`src/rtl/encoded_frame_tx.sv`:
```
// Frames a parallel payload as SOF 0xA5, length, payload (byte 0 first), XOR checksum,
// handing each byte to async_transmitter with a start/busy handshake and an inter-byte gap.
module encoded_frame_tx #(
    parameter int FRAME_BYTES = 12,
    parameter int GAP_CYCLES  = 16,
    parameter int ACK_TIMEOUT = 64
) (
    input  logic                     clk,
    input  logic                     rst_n,
    input  logic                     frame_valid,
    input  logic [8*FRAME_BYTES-1:0] frame_data,
    output logic                     frame_ready,
    input  logic                     abort,
    input  logic                     tx_busy,
    output logic                     tx_start,
    output logic [7:0]               tx_data,
    output logic                     done,
    output logic                     fault,
    output logic [2:0]               state_dbg
);
    // Handshake: frame_valid/frame_ready transfer a frame on a clock where both are high;
    // toward the transmitter, tx_start is a one-cycle request acknowledged by tx_busy rising,
    // and the byte is complete when tx_busy falls again.
    localparam int                 GAP_W    = $clog2(GAP_CYCLES) + 1;
    localparam int                 ACK_W    = $clog2(ACK_TIMEOUT) + 1;
    localparam logic [8:0]         LAST_IDX = 9'(FRAME_BYTES + 2);
    localparam logic [7:0]         LEN_BYTE = 8'(FRAME_BYTES);
    localparam logic [GAP_W-1:0]   GAP_LAST = GAP_W'(GAP_CYCLES);
    localparam logic [ACK_W-1:0]   ACK_LAST = ACK_W'(ACK_TIMEOUT - 1);

    typedef enum logic [2:0] {
        S_IDLE      = 3'd0,
        S_ISSUE     = 3'd1,
        S_WAIT_ACK  = 3'd2,
        S_WAIT_DONE = 3'd3,
        S_GAP       = 3'd4
    } state_t;

    state_t                   state;
    logic [8*FRAME_BYTES-1:0] payload;
    logic [7:0]               chk;
    logic [8:0]               idx;
    logic [GAP_W-1:0]         gap_cnt;
    logic [ACK_W-1:0]         ack_cnt;

    function automatic logic [7:0] byte_at(input logic [8:0] i);
        logic [7:0] b;
        b = 8'h00;
        if (i == 9'd0) begin
            b = 8'hA5;
        end else if (i == 9'd1) begin
            b = LEN_BYTE;
        end else if (i == LAST_IDX) begin
            b = chk;
        end else begin
            for (int k = 0; k < FRAME_BYTES; k++) begin
                if (i == 9'(k + 2)) b = payload[8*k +: 8];
            end
        end
        return b;
    endfunction

    // Ready drops while a byte orphaned by abort is still on the line.
    assign frame_ready = (state == S_IDLE) && !tx_busy;
    assign state_dbg   = state;

    always_ff @(posedge clk or negedge rst_n) begin
        if (!rst_n) begin
            state    <= S_IDLE;
            payload  <= '0;
            chk      <= '0;
            idx      <= '0;
            gap_cnt  <= '0;
            ack_cnt  <= '0;
            tx_start <= 1'b0;
            tx_data  <= 8'h00;
            done     <= 1'b0;
            fault    <= 1'b0;
        end else begin
            tx_start <= 1'b0;
            done     <= 1'b0;
            if (abort && state != S_IDLE) begin
                state <= S_IDLE;
            end else begin
                case (state)
                    S_IDLE: begin
                        if (frame_valid && frame_ready) begin
                            payload  <= frame_data;
                            chk      <= '0;
                            idx      <= '0;
                            fault    <= 1'b0;
                            tx_data  <= 8'hA5;
                            tx_start <= 1'b1;
                            state    <= S_ISSUE;
                        end
                    end
                    S_ISSUE: begin
                        // SOF and the checksum itself stay out of the checksum.
                        if (idx != 9'd0 && idx != LAST_IDX) chk <= chk ^ tx_data;
                        ack_cnt <= ACK_W'(1);
                        state   <= S_WAIT_ACK;
                    end
                    S_WAIT_ACK: begin
                        if (tx_busy) begin
                            state <= S_WAIT_DONE;
                        end else if (ack_cnt >= ACK_LAST) begin
                            fault <= 1'b1;
                            state <= S_IDLE;
                        end else begin
                            ack_cnt <= ack_cnt + 1'b1;
                        end
                    end
                    S_WAIT_DONE: begin
                        if (!tx_busy) begin
                            if (idx == LAST_IDX) begin
                                done  <= 1'b1;
                                state <= S_IDLE;
                            end else begin
                                idx <= idx + 9'd1;
                                if (GAP_CYCLES > 0) begin
                                    gap_cnt <= GAP_W'(1);
                                    state   <= S_GAP;
                                end else begin
                                    tx_data  <= byte_at(idx + 9'd1);
                                    tx_start <= 1'b1;
                                    state    <= S_ISSUE;
                                end
                            end
                        end
                    end
                    S_GAP: begin
                        if (gap_cnt >= GAP_LAST) begin
                            tx_data  <= byte_at(idx);
                            tx_start <= 1'b1;
                            state    <= S_ISSUE;
                        end else begin
                            gap_cnt <= gap_cnt + 1'b1;
                        end
                    end
                    default: state <= S_IDLE;
                endcase
            end
        end
    end
endmodule

```
`config.mk`:
```
export PLATFORM = sky130hd
export DESIGN_NAME = encoded_frame_tx
export DESIGN_NICKNAME = d
export VERILOG_FILES = /design/src/rtl/encoded_frame_tx.sv
export SDC_FILE = /design/constraint.sdc
export NUM_CORES = 1
export LEC_CHECK = 0
export BUFFER_PORTS_ARGS = -buffer_cell sky130_fd_sc_hd__buf_2
export CELL_PAD_IN_SITES_DETAIL_PLACEMENT = 2
export CELL_PAD_IN_SITES_GLOBAL_PLACEMENT = 2
export CORE_MARGIN = 4
export CORE_UTILIZATION = 30
export DETAILED_ROUTE_END_ITERATION = 10
export PLACE_DENSITY = 0.81
export SETUP_SLACK_MARGIN = 0.15
export SYNTH_ARGS = -nofsm -noshare
export SYNTH_HDL_FRONTEND = slang
export SYNTH_SLANG_ARGS = --single-unit
export TNS_END_PERCENT = 30
```
`constraint.sdc`:
```
create_clock -name clk -period 2.9 [get_ports clk]
set_clock_uncertainty 0.1 [all_clocks]
set_input_delay 0.725 -clock clk [delete_from_list [all_inputs] [get_ports clk]]
set_output_delay 0.725 -clock clk [all_outputs]
set_load 0.03 [all_outputs]
```
==> flow_metrics.tcl <==
set metrics [dict create \
    synth-main-ff-cell "dfrtp_1" \
    die_y_um 162 \
    slew_violations 0 \
    grt_pass1_vias 7090 \
    use_met3_pct 3.53 \
    grtUsageMet2_pct 32.7 \
    grt-busiest-layer "met2" \
    cts_max_level 4 \
    status "finished clean" \
    avgRoutedWirePerCell_um 19.5 \
    crit_path_cell_trace "and4bb_1 > nand3_4 > buf_4 > o21ai_0 > o21a_1 > a211oi_1" \
    nets 1053 \
    syn_avg_cell_area_um2 8.49 \
    synth.area.mux_share_pct 0.158 \
    critPathSlowestCell "dfrtp_1" \
    tns_ns 0 \
    cts_num_sinks 139 \
    grt.total_usage_pct 19.4 \
    fin_crit_sh_pct 87.8 \
    finish.utilization_pct 37.2 \
    use_met1_pct 25.7 \
    worst-slew-pin-transition_ns 1.03 \
    synth-compound-area-share_pct 13.9 \
    synthSimpleGateAreaFrac_pct 29.5 \
    yosysWarnings 0 \
    num_antenna_cells 0 \
    ir_drop_mv 0.348 \
    finalSetupViolations 0 \
    ys_seq_area_share_pct 48.8 \
    worstReg2RegStart "idx[2]" \
    placed_area_mm2 0.00814 \
    drtIter0Drc 351 \
    synth.distinct_cells 81 \
    path_buf_inv 1 \
    first_pass_iters 5 \
    netlist_area_mm2 0.00713 \
    synth_cells 840 \
    grt_pass1_wl_um 40200 \
    critPathLaunchType "flip-flop" \
    period_needed_ns 2.55 \
    drive_gt1_share_pct 20.4 \
    fmax_mhz 393 \
    reg2reg_depth 6 \
    synthArstFlopShare_pct 100 \
    syn_nets 947 \
    cp_data_arrival_time_ns 2.75 \
    final_antenna_net_count 0 \
    grt-ovfl-total 0 \
    crit_type "reg2reg" \
    synth_xor_area_share_pct 2.46 \
    synth_edf_count 0 \
    final_hold_viol_count 0 \
    max_stage_delay_ns 0.67 \
    core-area_mm2 0.0234 \
    dieArea_mm2 0.0263 \
    synth_top_family_by_area "simple AND/OR/NAND/NOR gates" \
    fin_area_mm2 0.00870 \
    wl_um 24900 \
    cp_top_family "simple AND/OR/NAND/NOR gates" \
    rsz0062_at_grt "false" \
    power_leakage_nw 4.25 \
    drc 0 \
    place_hpwl_um 17900 \
    hp-class "in2async" \
    path_max_fanout 14 \
    grt_max_degree 96 \
    path_clk_slew_ns 0.06 \
    ios 116 \
    post_cts_buffers 0 \
    ys_ff_latch 139 \
    place.gp.congestion 0.841 \
    maxCapViolCount 0 \
    cts_tree "done" \
    io_buffers 115 \
    slew-limit-headroom_pct 31.4 \
    ctsResizeCount 0 \
    synthAdderAreaFrac_pct 1.05 \
    cts_buffer_depth 2 \
    via_per_inst 5.12 \
    critPathRequiredTime_ns 3.10 \
    antenna_found_initial 0 \
    power_density_mw_per_mm2 926 \
    cts-hold-fix-buffers 0 \
    initial_utilization_pct 30.5 \
    rows 56 \
    syn_to_final_growth_pct 22.0 \
    cts_buffers 17 \
    power.total_mw 8.05 \
    clk_latency_ns 0.43 \
    dieWidth_um 162 \
    crit-reg2reg-capture "tx_data[5]" \
    r2r_slack_ns 0.35 \
    cp-end-kind "flip-flop" \
    clockRootBuffer "clkbuf_16" \
    vias 6547 \
]
## how the worst max path moves through the flow
stage,startpoint,endpoint,slack (ns),depth (start not counted)
final,idx[2],tx_data[5],0.35,6
after detailed placement,abort,tx_data[7],0.40,6
after CTS,idx[2],tx_data[5],0.36,6
after global routing,idx[2],tx_data[5],0.24,6
after global placement,abort,gap_cnt[1],0.49,6
after floorplan,state_dbg[0],frame_ready,0.45,3
## report_power, final
group | internal, mW | leakage (nW) | switching (mW)
Sequential | 2.64 | 1.76 | 0.573
Clock | 1.21 | 0.280 | 0.909
Combinational | 0.961 | 2.21 | 1.76
Total | 4.82 | 4.25 | 3.24
## layout make-up
type,count,area (um2)
clock inverter,13,118
clock buffer,19,443
multi-input combinational,637,3370
sequential,139,3480
timing repair buffer,140,845
fill,2679,14700
inverter,11,41.3
tap,319,399
## layout by cell type, fill, tap and decap left out, types with 4 or more instances in the layout
cell,synthesis,final
a211oi_1,9,9
a21o_1,4,4
a21oi_1,26,26
a31oi_1,8,8
a32oi_1,5,5
and2_1,7,7
and3_1,5,4
buf_12,0,6
buf_2,20,114
buf_4,6,19
clkbuf_16,0,17
clkinv_2,0,5
dfrtp_1,139,139
ha_1,6,6
inv_1,9,9
nand2_1,318,318
nand2b_1,10,10
nand3_1,25,24
nand3b_1,7,7
nand4_1,10,10
nor2_1,42,42
nor2b_1,6,6
nor3_1,11,11
o211ai_1,7,7
o21a_1,4,4
o21ai_0,31,31
xor2_1,20,20
## cells in the mapped netlist, types with 4 or more instances
library cell  count  share of area (%)
nand2b_1         10               0.88
dfrtp_1         139                 49
inv_1             9               0.47
o21ai_0          31                2.2
a31oi_1           8               0.70
nand2_1         318                 17
xor2_1           20                2.5
buf_4             6               0.63
nor2_1           42                2.2
a211oi_1          9               0.95
nand4_1          10               0.88
nor3_1           11               0.77
and2_1            7               0.61
nor2b_1           6               0.53
nand3b_1          7               0.74
a21oi_1          26                1.8
ha_1              6                1.1
o21a_1            4               0.42
clkbuf_1         24                1.3
nand3_1          25                1.8
and3_1            5               0.44
a21o_1            4               0.42
a32oi_1           5               0.61
o211ai_1          7               0.74
buf_2            20                1.4
## cell families (layout without fill, tap and decap cells)
group | count (synthesis) | in the layout
compound gates | 140 | 140
xor+xnor | 20 | 20
fa+ha+maj | 6 | 6
buf+inv | 64 | 183
flops | 139 | 139
mux | 1 | 1
simple gates | 470 | 470
## sequential cells by signal, indices dropped and copies added (netlist names)
signal and cells:
state_dbg 3, ack_cnt 7, gap_cnt 5, done 1, payload 96, fault 1
chk 8, tx_start 1, tx_data 8, idx 9
## through the flow
step                      setup WS (ns)  cells  hold slack, ns
final                             0.354   1278           0.192
after global routing              0.236   1278           0.230
after CTS                         0.361   1278           0.209
after detailed placement          0.400   1246           0.366
after global placement            0.490   1246           0.361
after floorplan                   0.449    840           0.329
## per-layer routing
metal | part of all wire (%) | wire length (um)
met2 | 49 | 12200
met5 | 0 | 0
met4 | 1.9 | 480
met3 | 3.1 | 772
met1 | 46 | 11500
Note: power is estimated with default switching activity, not from simulation.
